<file path="src/rtl/perf_monitor_if.sv">
// perf_monitor_if
//   Bundles the run-statistics monitor's stimulus inputs and statistic
//   outputs. The slave modport is used by perf_monitor. The master modport is
//   for whatever drives the monitor and reads the counts.
//
//   halt       halt instruction observed at writeback
//   retire_v   per-lane retire valid
//   evt        per-channel event pulse
//   freeze     pause counting (debug stall)
//   cycle      cycles counted
//   instrs     instructions retired (saturating)
//   evt_count  event counters, channel i at [i*EVT_W +: EVT_W] (saturating)
//   evt_ovf    sticky per-channel saturation flag
//   running    high while RUN or DRAIN
//   done       high in DONE
//   timeout    sticky, DONE reached through the cycle budget
//   finish     one-cycle pulse on entry to DONE
interface perf_monitor_if #(
    parameter int CYCLE_W  = 32,
    parameter int INS_W    = 32,
    parameter int RETIRE_W = 2,
    parameter int NUM_EVT  = 4,
    parameter int EVT_W    = 24
);
    logic                       halt;
    logic [RETIRE_W-1:0]        retire_v;
    logic [NUM_EVT-1:0]         evt;
    logic                       freeze;
    logic [CYCLE_W-1:0]         cycle;
    logic [INS_W-1:0]           instrs;
    logic [NUM_EVT*EVT_W-1:0]   evt_count;
    logic [NUM_EVT-1:0]         evt_ovf;
    logic                       running;
    logic                       done;
    logic                       timeout;
    logic                       finish;

    modport master (
        output halt, retire_v, evt, freeze,
        input  cycle, instrs, evt_count, evt_ovf, running, done, timeout, finish
    );

    modport slave (
        input  halt, retire_v, evt, freeze,
        output cycle, instrs, evt_count, evt_ovf, running, done, timeout, finish
    );
endinterface

</file>
<file path="src/rtl/perf_monitor.sv">
// perf_monitor
//   Counts cycles, retired instructions and auxiliary events. It stops on
//   halt, after a drain window, or when the cycle budget runs out. It then
//   freezes every statistic and pulses finish once.
//
//   clk    rising-edge clock
//   reset  synchronous, active-high
//   mon    perf_monitor_if.slave (inputs halt/retire_v/evt/freeze, all
//          statistics and status outputs, every output registered)
//
//   state    | meaning
//   ---------+-----------------------------------------------------------
//   ST_RUN   | counting; accepts halt; checks the cycle budget
//   ST_DRAIN | counting; drain_q counts down the cycles left before DONE
//   ST_DONE  | terminal until reset; all statistics hold
module perf_monitor #(
    parameter int CYCLE_W      = 32,
    parameter int INS_W        = 32,
    parameter int RETIRE_W     = 2,
    parameter int NUM_EVT      = 4,
    parameter int EVT_W        = 24,
    parameter int MAX_CYCLES   = 100000,
    parameter int DRAIN_CYCLES = 4
) (
    input logic           clk,
    input logic           reset,
    perf_monitor_if.slave mon
);
    localparam int RC_W  = $clog2(RETIRE_W + 1);
    localparam int DRN_W = (DRAIN_CYCLES < 2) ? 1 : $clog2(DRAIN_CYCLES + 1);
    localparam int SUM_W = INS_W + 1;

    typedef enum logic [1:0] {
        ST_RUN   = 2'd0,
        ST_DRAIN = 2'd1,
        ST_DONE  = 2'd2
    } state_t;

    state_t                   state_q;
    logic [CYCLE_W-1:0]       cycle_q, cycle_d;
    logic [INS_W-1:0]         instrs_q, instrs_d;
    logic [NUM_EVT*EVT_W-1:0] evt_count_q, evt_count_d;
    logic [NUM_EVT-1:0]       evt_ovf_q, evt_ovf_d;
    logic [DRN_W-1:0]         drain_q;
    logic                     running_q, done_q, timeout_q, finish_q;

    logic                     active;
    logic [RC_W-1:0]          retire_cnt;
    logic [SUM_W-1:0]         instr_sum;

    always_comb begin
        // DRAIN with a zero count only exists when DRAIN_CYCLES=0. That cycle
        // is a pure hand-off to DONE and is not counted.
        active = !mon.freeze &&
                 ((state_q == ST_RUN) || (state_q == ST_DRAIN && drain_q != '0));

        retire_cnt = '0;
        for (int i = 0; i < RETIRE_W; i++) begin
            retire_cnt = retire_cnt + RC_W'(mon.retire_v[i]);
        end
        instr_sum = {1'b0, instrs_q} + SUM_W'(retire_cnt);

        cycle_d     = cycle_q;
        instrs_d    = instrs_q;
        evt_count_d = evt_count_q;
        evt_ovf_d   = evt_ovf_q;
        if (active) begin
            cycle_d  = cycle_q + CYCLE_W'(1);
            instrs_d = instr_sum[INS_W] ? '1 : instr_sum[INS_W-1:0];
            for (int i = 0; i < NUM_EVT; i++) begin
                if (mon.evt[i]) begin
                    if (&evt_count_q[i*EVT_W +: EVT_W]) begin
                        evt_ovf_d[i] = 1'b1;
                    end else begin
                        evt_count_d[i*EVT_W +: EVT_W] =
                            evt_count_q[i*EVT_W +: EVT_W] + EVT_W'(1);
                    end
                end
            end
        end
    end

    always_ff @(posedge clk) begin
        if (reset) begin
            state_q     <= ST_RUN;
            cycle_q     <= '0;
            instrs_q    <= '0;
            evt_count_q <= '0;
            evt_ovf_q   <= '0;
            drain_q     <= '0;
            running_q   <= 1'b1;
            done_q      <= 1'b0;
            timeout_q   <= 1'b0;
            finish_q    <= 1'b0;
        end else begin
            cycle_q     <= cycle_d;
            instrs_q    <= instrs_d;
            evt_count_q <= evt_count_d;
            evt_ovf_q   <= evt_ovf_d;
            finish_q    <= 1'b0;
            case (state_q)
                ST_RUN: begin
                    // halt is accepted even while frozen and beats a
                    // simultaneous budget expiry.
                    if (mon.halt) begin
                        state_q <= ST_DRAIN;
                        drain_q <= DRN_W'(DRAIN_CYCLES);
                    end else if (active && cycle_q == CYCLE_W'(MAX_CYCLES - 1)) begin
                        state_q   <= ST_DONE;
                        running_q <= 1'b0;
                        done_q    <= 1'b1;
                        timeout_q <= 1'b1;
                        finish_q  <= 1'b1;
                    end
                end
                ST_DRAIN: begin
                    if (drain_q == '0 || (active && drain_q == DRN_W'(1))) begin
                        state_q   <= ST_DONE;
                        running_q <= 1'b0;
                        done_q    <= 1'b1;
                        finish_q  <= 1'b1;
                    end else if (active) begin
                        drain_q <= drain_q - DRN_W'(1);
                    end
                end
                default: ;
            endcase
        end
    end

    assign mon.cycle     = cycle_q;
    assign mon.instrs    = instrs_q;
    assign mon.evt_count = evt_count_q;
    assign mon.evt_ovf   = evt_ovf_q;
    assign mon.running   = running_q;
    assign mon.done      = done_q;
    assign mon.timeout   = timeout_q;
    assign mon.finish    = finish_q;
endmodule

</file>
<file path="src/flat_wrapper.sv">
// flat-port wrapper written by rule: the top's interface ports become plain ports
module perf_monitor_flat 
#(
    parameter int CYCLE_W      = 32,
    parameter int INS_W        = 32,
    parameter int RETIRE_W     = 2,
    parameter int NUM_EVT      = 4,
    parameter int EVT_W        = 24,
    parameter int MAX_CYCLES   = 100000,
    parameter int DRAIN_CYCLES = 4
)
  (clk, reset, mon_halt, mon_retire_v, mon_evt, mon_freeze, mon_cycle, mon_instrs, mon_evt_count, mon_evt_ovf, mon_running, mon_done, mon_timeout, mon_finish);
  perf_monitor_if #(.CYCLE_W(CYCLE_W), .INS_W(INS_W), .RETIRE_W(RETIRE_W), .NUM_EVT(NUM_EVT), .EVT_W(EVT_W)) mon_i ();
  input logic clk;
  input logic reset;
  input wire logic [$bits(mon_i.halt)-1:0] mon_halt;
  input wire logic [$bits(mon_i.retire_v)-1:0] mon_retire_v;
  input wire logic [$bits(mon_i.evt)-1:0] mon_evt;
  input wire logic [$bits(mon_i.freeze)-1:0] mon_freeze;
  output wire logic [$bits(mon_i.cycle)-1:0] mon_cycle;
  output wire logic [$bits(mon_i.instrs)-1:0] mon_instrs;
  output wire logic [$bits(mon_i.evt_count)-1:0] mon_evt_count;
  output wire logic [$bits(mon_i.evt_ovf)-1:0] mon_evt_ovf;
  output wire logic [$bits(mon_i.running)-1:0] mon_running;
  output wire logic [$bits(mon_i.done)-1:0] mon_done;
  output wire logic [$bits(mon_i.timeout)-1:0] mon_timeout;
  output wire logic [$bits(mon_i.finish)-1:0] mon_finish;
  assign mon_i.halt = mon_halt;
  assign mon_i.retire_v = mon_retire_v;
  assign mon_i.evt = mon_evt;
  assign mon_i.freeze = mon_freeze;
  assign mon_cycle = mon_i.cycle;
  assign mon_instrs = mon_i.instrs;
  assign mon_evt_count = mon_i.evt_count;
  assign mon_evt_ovf = mon_i.evt_ovf;
  assign mon_running = mon_i.running;
  assign mon_done = mon_i.done;
  assign mon_timeout = mon_i.timeout;
  assign mon_finish = mon_i.finish;
  perf_monitor #(.CYCLE_W(CYCLE_W), .INS_W(INS_W), .RETIRE_W(RETIRE_W), .NUM_EVT(NUM_EVT), .EVT_W(EVT_W), .MAX_CYCLES(MAX_CYCLES), .DRAIN_CYCLES(DRAIN_CYCLES)) u_core (.clk(clk), .reset(reset), .mon(mon_i));
endmodule
</file>
<file path="config.mk">
export PLATFORM = sky130hd
export DESIGN_NAME = perf_monitor_flat
export DESIGN_NICKNAME = d
export VERILOG_FILES = /design/src/rtl/perf_monitor_if.sv /design/src/rtl/perf_monitor.sv /design/src/flat_wrapper.sv
export SDC_FILE = /design/constraint.sdc
export NUM_CORES = 1
export LEC_CHECK = 0
export CORE_MARGIN = 4
export CORE_UTILIZATION = 53
export CTS_BUF_LIST = sky130_fd_sc_hd__clkbuf_8
export DETAILED_ROUTE_END_ITERATION = 10
export HOLD_SLACK_MARGIN = 0.02
export PLACE_DENSITY = 0.87
export SYNTH_ARGS = -nofsm -noshare
export SYNTH_HDL_FRONTEND = slang
export SYNTH_SLANG_ARGS = --single-unit
</file>
<file path="constraint.sdc">
create_clock -name clk -period 3.2 [get_ports clk]
set_input_delay 0.48 -clock clk [delete_from_list [all_inputs] [get_ports clk]]
set_output_delay 0.48 -clock clk [all_outputs]
set_load 0.03 [all_outputs]
</file>
==> qor.yml, run 1 <==
outcome:
  outcome: "finished clean"
synthesis:
  netlist_area_um2: 8490
  synthDistinctLibCells: 59
  synth_nets: 1034
  yosysSeqAreaShare: 0.408
  async_flop_share: 0
  synth_cells: 1014
  synth_ff_type: "dfxtp_1"
  synth.ff_latch_count: 173
  yosys.area.top_type: "dfxtp_1"
  ys_top_cells_by_count: "dfxtp_1 (173), nor2_1 (117), xnor2_1 (80), a21oi_1 (76), nand2_1 (66)"
  yosys_warnings: 0
  avgSynthCellArea_um2: 8.37
  synth_top_area_share: 0.408
  synth_edf_count: 0
  synth.most_common_cell: "dfxtp_1"
  yosys-top-cells-area: "dfxtp_1 (41%), xnor2_1 (8.3%), nor2_1 (5.2%)"
sta:
  tightest_slew_ps: 1130
  fin_setup_tns_ps: 0
  setup_viol: 0
  fin_crit_sh: 0.869
  fin_crit_ps: 2780
  fin_ws_ps: 419
  maxSlewViolCount: 0
  clock.fmax_mhz: 360
  rsz0062_at_grt: "no"
  slew_headroom: 0.239
  finClkSkew_ps: 14.4
  hold_viol_final: 0
routing:
  drc: 0
  avgViaCountPerCell: 5.82
  drt_iter0_drc: 414
  antenna_left: 0
  first_pass_iters: 5
  drt_wl_total_um: 21400
  routedWlPerCell_um: 15.3
  num_vias: 8144
floorplan:
  chipWidth_um: 135
  die_area_um2: 18100
  die_height_um: 135
  core_area_um2: 15800
  start_util: 0.538
  io_pins: 178
  num_rows: 46
global_routing:
  grt_pass1_vias: 7457
  grt_usage: 0.235
  antenna_found_initial: 0
  grt_max_degree: 109
  grt_pass1_wl_um: 36000
  overflow: 0
power:
  vdd_drop_max_uv: 274
  p_leak_nw: 3.36
  powerDensity_nw_per_um2: 383
worst_setup_path:
  crit_type: "flip-flop to flip-flop"
  start_kind: "flip-flop"
  cp_max_fo: 20
  required_ps: 3570
  crit_path_end_kind: "flip-flop"
  arrival_ps: 3150
clocking:
  cts.path.max_buffers: 2
  cts_repair_resize_count: 0
  tritoncts: "yes"
  htree_levels: 4
  cts_setup_buffers: 0
  cts_hold_buf: 0
  cts.clk_slew.worst_paths_ps: 90
  cts_sinks: 173
  cts_buffers: 17
  clockRootBuffer: "clkbuf_8"
  clock_latency_ps: 450
place:
  dp_hpwl_um: 15100
  portBuffers: 177
  place_congestion: 0.853
  dp_slack_ps: 177
  placed_cells: 1367
layout:
  final_nets: 1190
  num_antenna_cells: 0
  final_cells: 1399
  drive_above_1_share: 0.0566
  finish.utilization: 0.687
  syn_to_final_growth_pct: 27.5
run:
  drv_cap: 0
hold_path:
  hold_path.class: "flip-flop to flip-flop"
## worst paths after layout
kind	startpoint	endpoint	slack [ps]	depth (start not counted)
setup reg to reg	u_core.drain_q[0]	u_core.mon.evt_count[5]	420	10
hold / removal	u_core.drain_q[1]	u_core.drain_q[1]	460	2
setup / recovery	u_core.drain_q[0]	u_core.mon.evt_count[5]	420	10
hold reg to reg	u_core.drain_q[1]	u_core.drain_q[1]	460	2
## routing by layer
layer | share of wire | track usage | up-vias | wire length, um
met3 | 0.070 | 0.0499 | 26 | 1500
met4 | 0.013 | 0.0735 | 0 | 286
met1 | 0.44 | 0.314 | 3851 | 9420
li1 | - | - | 3992 | -
met5 | 0 | 0 | - | 0
met2 | 0.48 | 0.382 | 275 | 10200
## cell families after synthesis
family	share of synthesized area
compound gates	0.121
mux	0.0164
simple gates	0.293
xor+xnor	0.104
flops	0.408
fa+ha+maj	0.0156
buf+inv	0.0429
## worst max-delay path: stages (launching register included)
cell and delay, ps:
dfxtp_1 380, inv_1 60, ha_1 190, ha_1 230, a211oi_4 410, buf_12 200, and2_1 170, o31ai_2 230
buf_4 250, or4_1 390, a21oi_1 180
## where the power goes
| group | switching [mW] | internal, mW | total [mW] | leakage, nW |
|---|---|---|---|---|
| combinational | 0.209 | 0.124 | 0.333 | 1.76 |
| sequential | 0.0373 | 2.18 | 2.22 | 1.40 |
| clock | 0.819 | 0.772 | 1.59 | 0.203 |
| total | 1.06 | 3.08 | 4.14 | 3.36 |
## flip-flops by register name, indices dropped and copies added (netlist names)
register / count
u_core.mon.evt_ovf: 4
u_core.mon.done: 1
u_core.mon.running: 1
u_core.drain_q: 3
u_core.mon.timeout: 1
u_core.mon.finish: 1
u_core.mon.cycle: 32
u_core.mon.instrs: 32
u_core.mon.evt_count: 96
u_core.state_q: 2
## layout by cell type (no fill, tap or decap), drive strengths merged, types with 6 or more instances in the layout
cell type / count
buf: 14
clkdlybuf4s50: 176
xor2: 21
nand4: 42
nand3: 55
nor4: 51
a21oi: 76
mux2i: 6
nor2b: 9
nor3: 25
a211oi: 10
mux2: 7
dfxtp: 173
inv: 39
a31oi: 8
nand2: 66
xnor2: 80
ha: 9
o31ai: 18
nor2: 117
or3: 18
clkbuf: 17
and2: 10
o21ai: 18
and4: 22
or4: 20
and3: 19
## layout make-up
class | instances | area, um2
Timing Repair Buffer | 190 | 1890
Sequential cell | 173 | 3460
Tap cell | 216 | 270
Clock buffer | 17 | 234
Multi-Input combinational cell | 753 | 4660
Fill cell | 1248 | 4940
Inverter | 35 | 131
Clock inverter | 15 | 171
## per-stage QoR
step	area, um2	power, mW	hold WS (ps)
floorplan	8490	2.48	432
global placement	10400	2.59	437
detailed placement	10400	2.60	440
CTS	10800	4.18	450
global route	10800	4.30	472
finish	10800	4.14	457
Power figures use the tool's default switching activity.
==> inputs of run 2 (changes only) <==
==> constraint.sdc (replaced) <==
create_clock -name clk -period 3.2 [get_ports clk]
set_input_delay 0.64 -clock clk [delete_from_list [all_inputs] [get_ports clk]]
set_output_delay 0.64 -clock clk [all_outputs]
set_load 0.03 [all_outputs]
==> run 2 against run 1 <==
  * Count of clock-buffer cells in the layout rose by 1
  * Sequential power barely moved
  * Clock skew barely moved
  * First-iteration DRC count rose by 0.48%
  * Die area did not move
  * Wire length rose by 0.70%
  * Sequential share of layout area rose by 0.067 points
  * Combinational power fell by 2%
  * Critical path type unchanged
==> qor.yml, run 2 (synthesis results as in run 1) <==
clocking:
  htree_levels: 4  # unchanged
  cts_buffers: 17  # unchanged
  tritoncts: "yes"
  clockRootBuffer: "clkbuf_8"
  cts.clk_slew.worst_paths_ps: 90  # about the same
  cts_hold_buf: 0  # unchanged
  cts_sinks: 173  # unchanged
  clock_latency_ps: 460  # about the same
  cts_setup_buffers: 0  # unchanged
  cts.path.max_buffers: 2  # unchanged
  cts_repair_resize_count: 0  # unchanged
floorplan:
  core_area_um2: 15800  # unchanged
  io_pins: 178  # unchanged
  num_rows: 46  # unchanged
  die_area_um2: 18100  # unchanged
  start_util: 0.538  # unchanged
  die_height_um: 135  # unchanged
  chipWidth_um: 135  # unchanged
worst_setup_path:
  reg2reg_from: "u_core.mon.evt_count[4]"
  crit_path_end_kind: "flip-flop"
  setup.worst_path.end: "u_core.mon.evt_count[1]"
  r2r_cells: 6  # -4
  slowest_delay_ps: 1000  # +590 ps
  cp_cell_sequence: "nand4_1, or3_1, o31ai_2, buf_4, mux2i_1, nor2_1"
  path_delay_family: "compound AO/OA/AOI/OAI gates"
  cp-startpoint: "u_core.mon.evt_count[4]"
  path_buf_inv: 1  # -2
  required_ps: 3540  # -30 ps
  crit_type: "flip-flop to flip-flop"
  cp_max_fo: 21  # +5.0%
  r2r_slack_ps: 400  # -20 ps
  r2r-end: "u_core.mon.evt_count[1]"
  start_kind: "flip-flop"
  crit_slowest_cell: "o31ai_2"
  path_depth: 6  # -4
  arrival_ps: 3140  # about the same
layout:
  layout_commonest_cell: "clkdlybuf4s50_1"
  nFillCells: 1275  # +2.2%
  fin_area_um2: 10800  # -0.21%
  finish.utilization: 0.685  # -0.00143
  final_cells: 1402  # +0.21%
  multi_input_area_um2: 4660  # unchanged
  regArea_um2: 3460  # unchanged
  largest_register_ff_count: 96  # unchanged
  final_cell_mix: "clkdlybuf4s50_1 (176), dfxtp_1 (173), nor2_1 (117), xnor2_1 (80), a21oi_1 (76)"
  syn_to_final_growth_pct: 27.2
  drive_above_1_share: 0.0607  # +0.00407
  final_nets: 1193  # +0.25%
  num_antenna_cells: 0  # unchanged
sta:
  hold_viol_final: 0  # unchanged
  slew_headroom: 0.193  # -0.0463
  fin_crit_ps: 2800  # +20.7 ps
  maxSlewViolCount: 0  # unchanged
  clock.fmax_mhz: 357  # -0.74%
  timing.hold.ws_ps: 454  # -2.68 ps
  fin_setup_tns_ps: 0  # unchanged
  tightest_slew_ps: 1200  # +69.1 ps
  fin_crit_sh: 0.875  # +0.00647
  rsz0062_at_grt: "no"
  finClkSkew_ps: 14.7  # +0.267 ps
  fin_ws_ps: 399  # -20.7 ps
  setup_viol: 0  # unchanged
power:
  sequentialPowerShare: 0.554  # +0.018
  vdd_drop_max_uv: 234  # -15%
  pwr-share-comb: 0.082  # +0.002
  p_int_mw: 2.89  # -6.1%
  p_leak_nw: 3.35  # -0.21%
  powerDensity_nw_per_um2: 371  # -3.1%
  p_total_mw: 4.01  # -3.3%
  power_frac_clock: 0.364  # -0.020
  p_sw_mw: 1.12  # +4.9%
  switching_share: 0.279  # +0.0217
place:
  dp_slack_ps: 254  # +76.8 ps
  placed_cell_area_um2: 10400  # about the same
  place_congestion: 0.883  # +3.5%
  dp_hpwl_um: 15400  # +2.2%
  portBuffers: 177  # unchanged
  placed_cells: 1370  # +0.22%
routing:
  drt_iter0_drc: 416  # +0.48%
  antenna_left: 0  # unchanged
  num_vias: 8182  # +0.47%
  avgViaCountPerCell: 5.84  # +0.25%
  first_pass_iters: 5  # unchanged
  routedWlPerCell_um: 15.4  # +0.48%
  drt_wl_total_um: 21600  # +0.70%
  drc: 0  # unchanged
global_routing:
  grt_max_degree: 91  # -17%
  overflow: 0  # unchanged
  grt_usage: 0.236  # +0.00119
  grt_pass1_vias: 7506  # +0.66%
  antenna_found_initial: 0  # unchanged
  grt_pass1_wl_um: 35900  # -0.19%
outcome:
  outcome: "finished clean"
run:
  drv_cap: 0  # unchanged
hold_path:
  hold_path.class: "flip-flop to flip-flop"
  holdPathStages: 2  # unchanged
[run 2: metal layers]
layer | share of wire | GRT usage
met5 | 0 | 0
met4 | 0.015 | 0.0707
met3 | 0.060 | 0.0477
met2 | 0.48 | 0.386
met1 | 0.44 | 0.318
[run 2: worst min path at each step]
stage,end,slack [ps],from
2_1_floorplan,u_core.drain_q[1],430,u_core.drain_q[1]
3_3_place_gp,u_core.mon.running,440,u_core.mon.running
3_5_place_dp,u_core.drain_q[1],450,u_core.drain_q[1]
4_1_cts,u_core.drain_q[1],460,u_core.drain_q[1]
5_1_grt,u_core.mon.done,470,u_core.mon.done
6_report,u_core.drain_q[1],450,u_core.drain_q[1]
[run 2: worst reg2reg max path: cells and delay by family, from the launching register on]
| family | cells | cell delay (ps) |
|---|---|---|
| DFF | 1 | 470 |
| buffers and inverters | 1 | 300 |
| and+or+nand+nor | 3 | 740 |
| AOI/OAI and AO/OA | 1 | 1000 |
| muxes | 1 | 180 |
[run 2: power by group through the flow]
| stage | clock network (mW) | logic (mW) | registers, mW |
|---|---|---|---|
| 3_5_place_dp | 0 | 0.330 | 2.27 |
| 3_3_place_gp | 0 | 0.320 | 2.27 |
| 2_1_floorplan | 0 | 0.180 | 2.30 |
| 4_1_cts | 1.49 | 0.332 | 2.22 |
| 6_report | 1.46 | 0.328 | 2.22 |
| 5_1_grt | 1.58 | 0.360 | 2.22 |
[run 2: cell type report]
class,count,area share
inverters,35,0.0122
clock buffers,18,0.0229
flip-flops and latches,173,0.321
well taps,216,0.0250
clock inverters,14,0.0116
repair buffers,193,0.176
multi-input cells,753,0.432
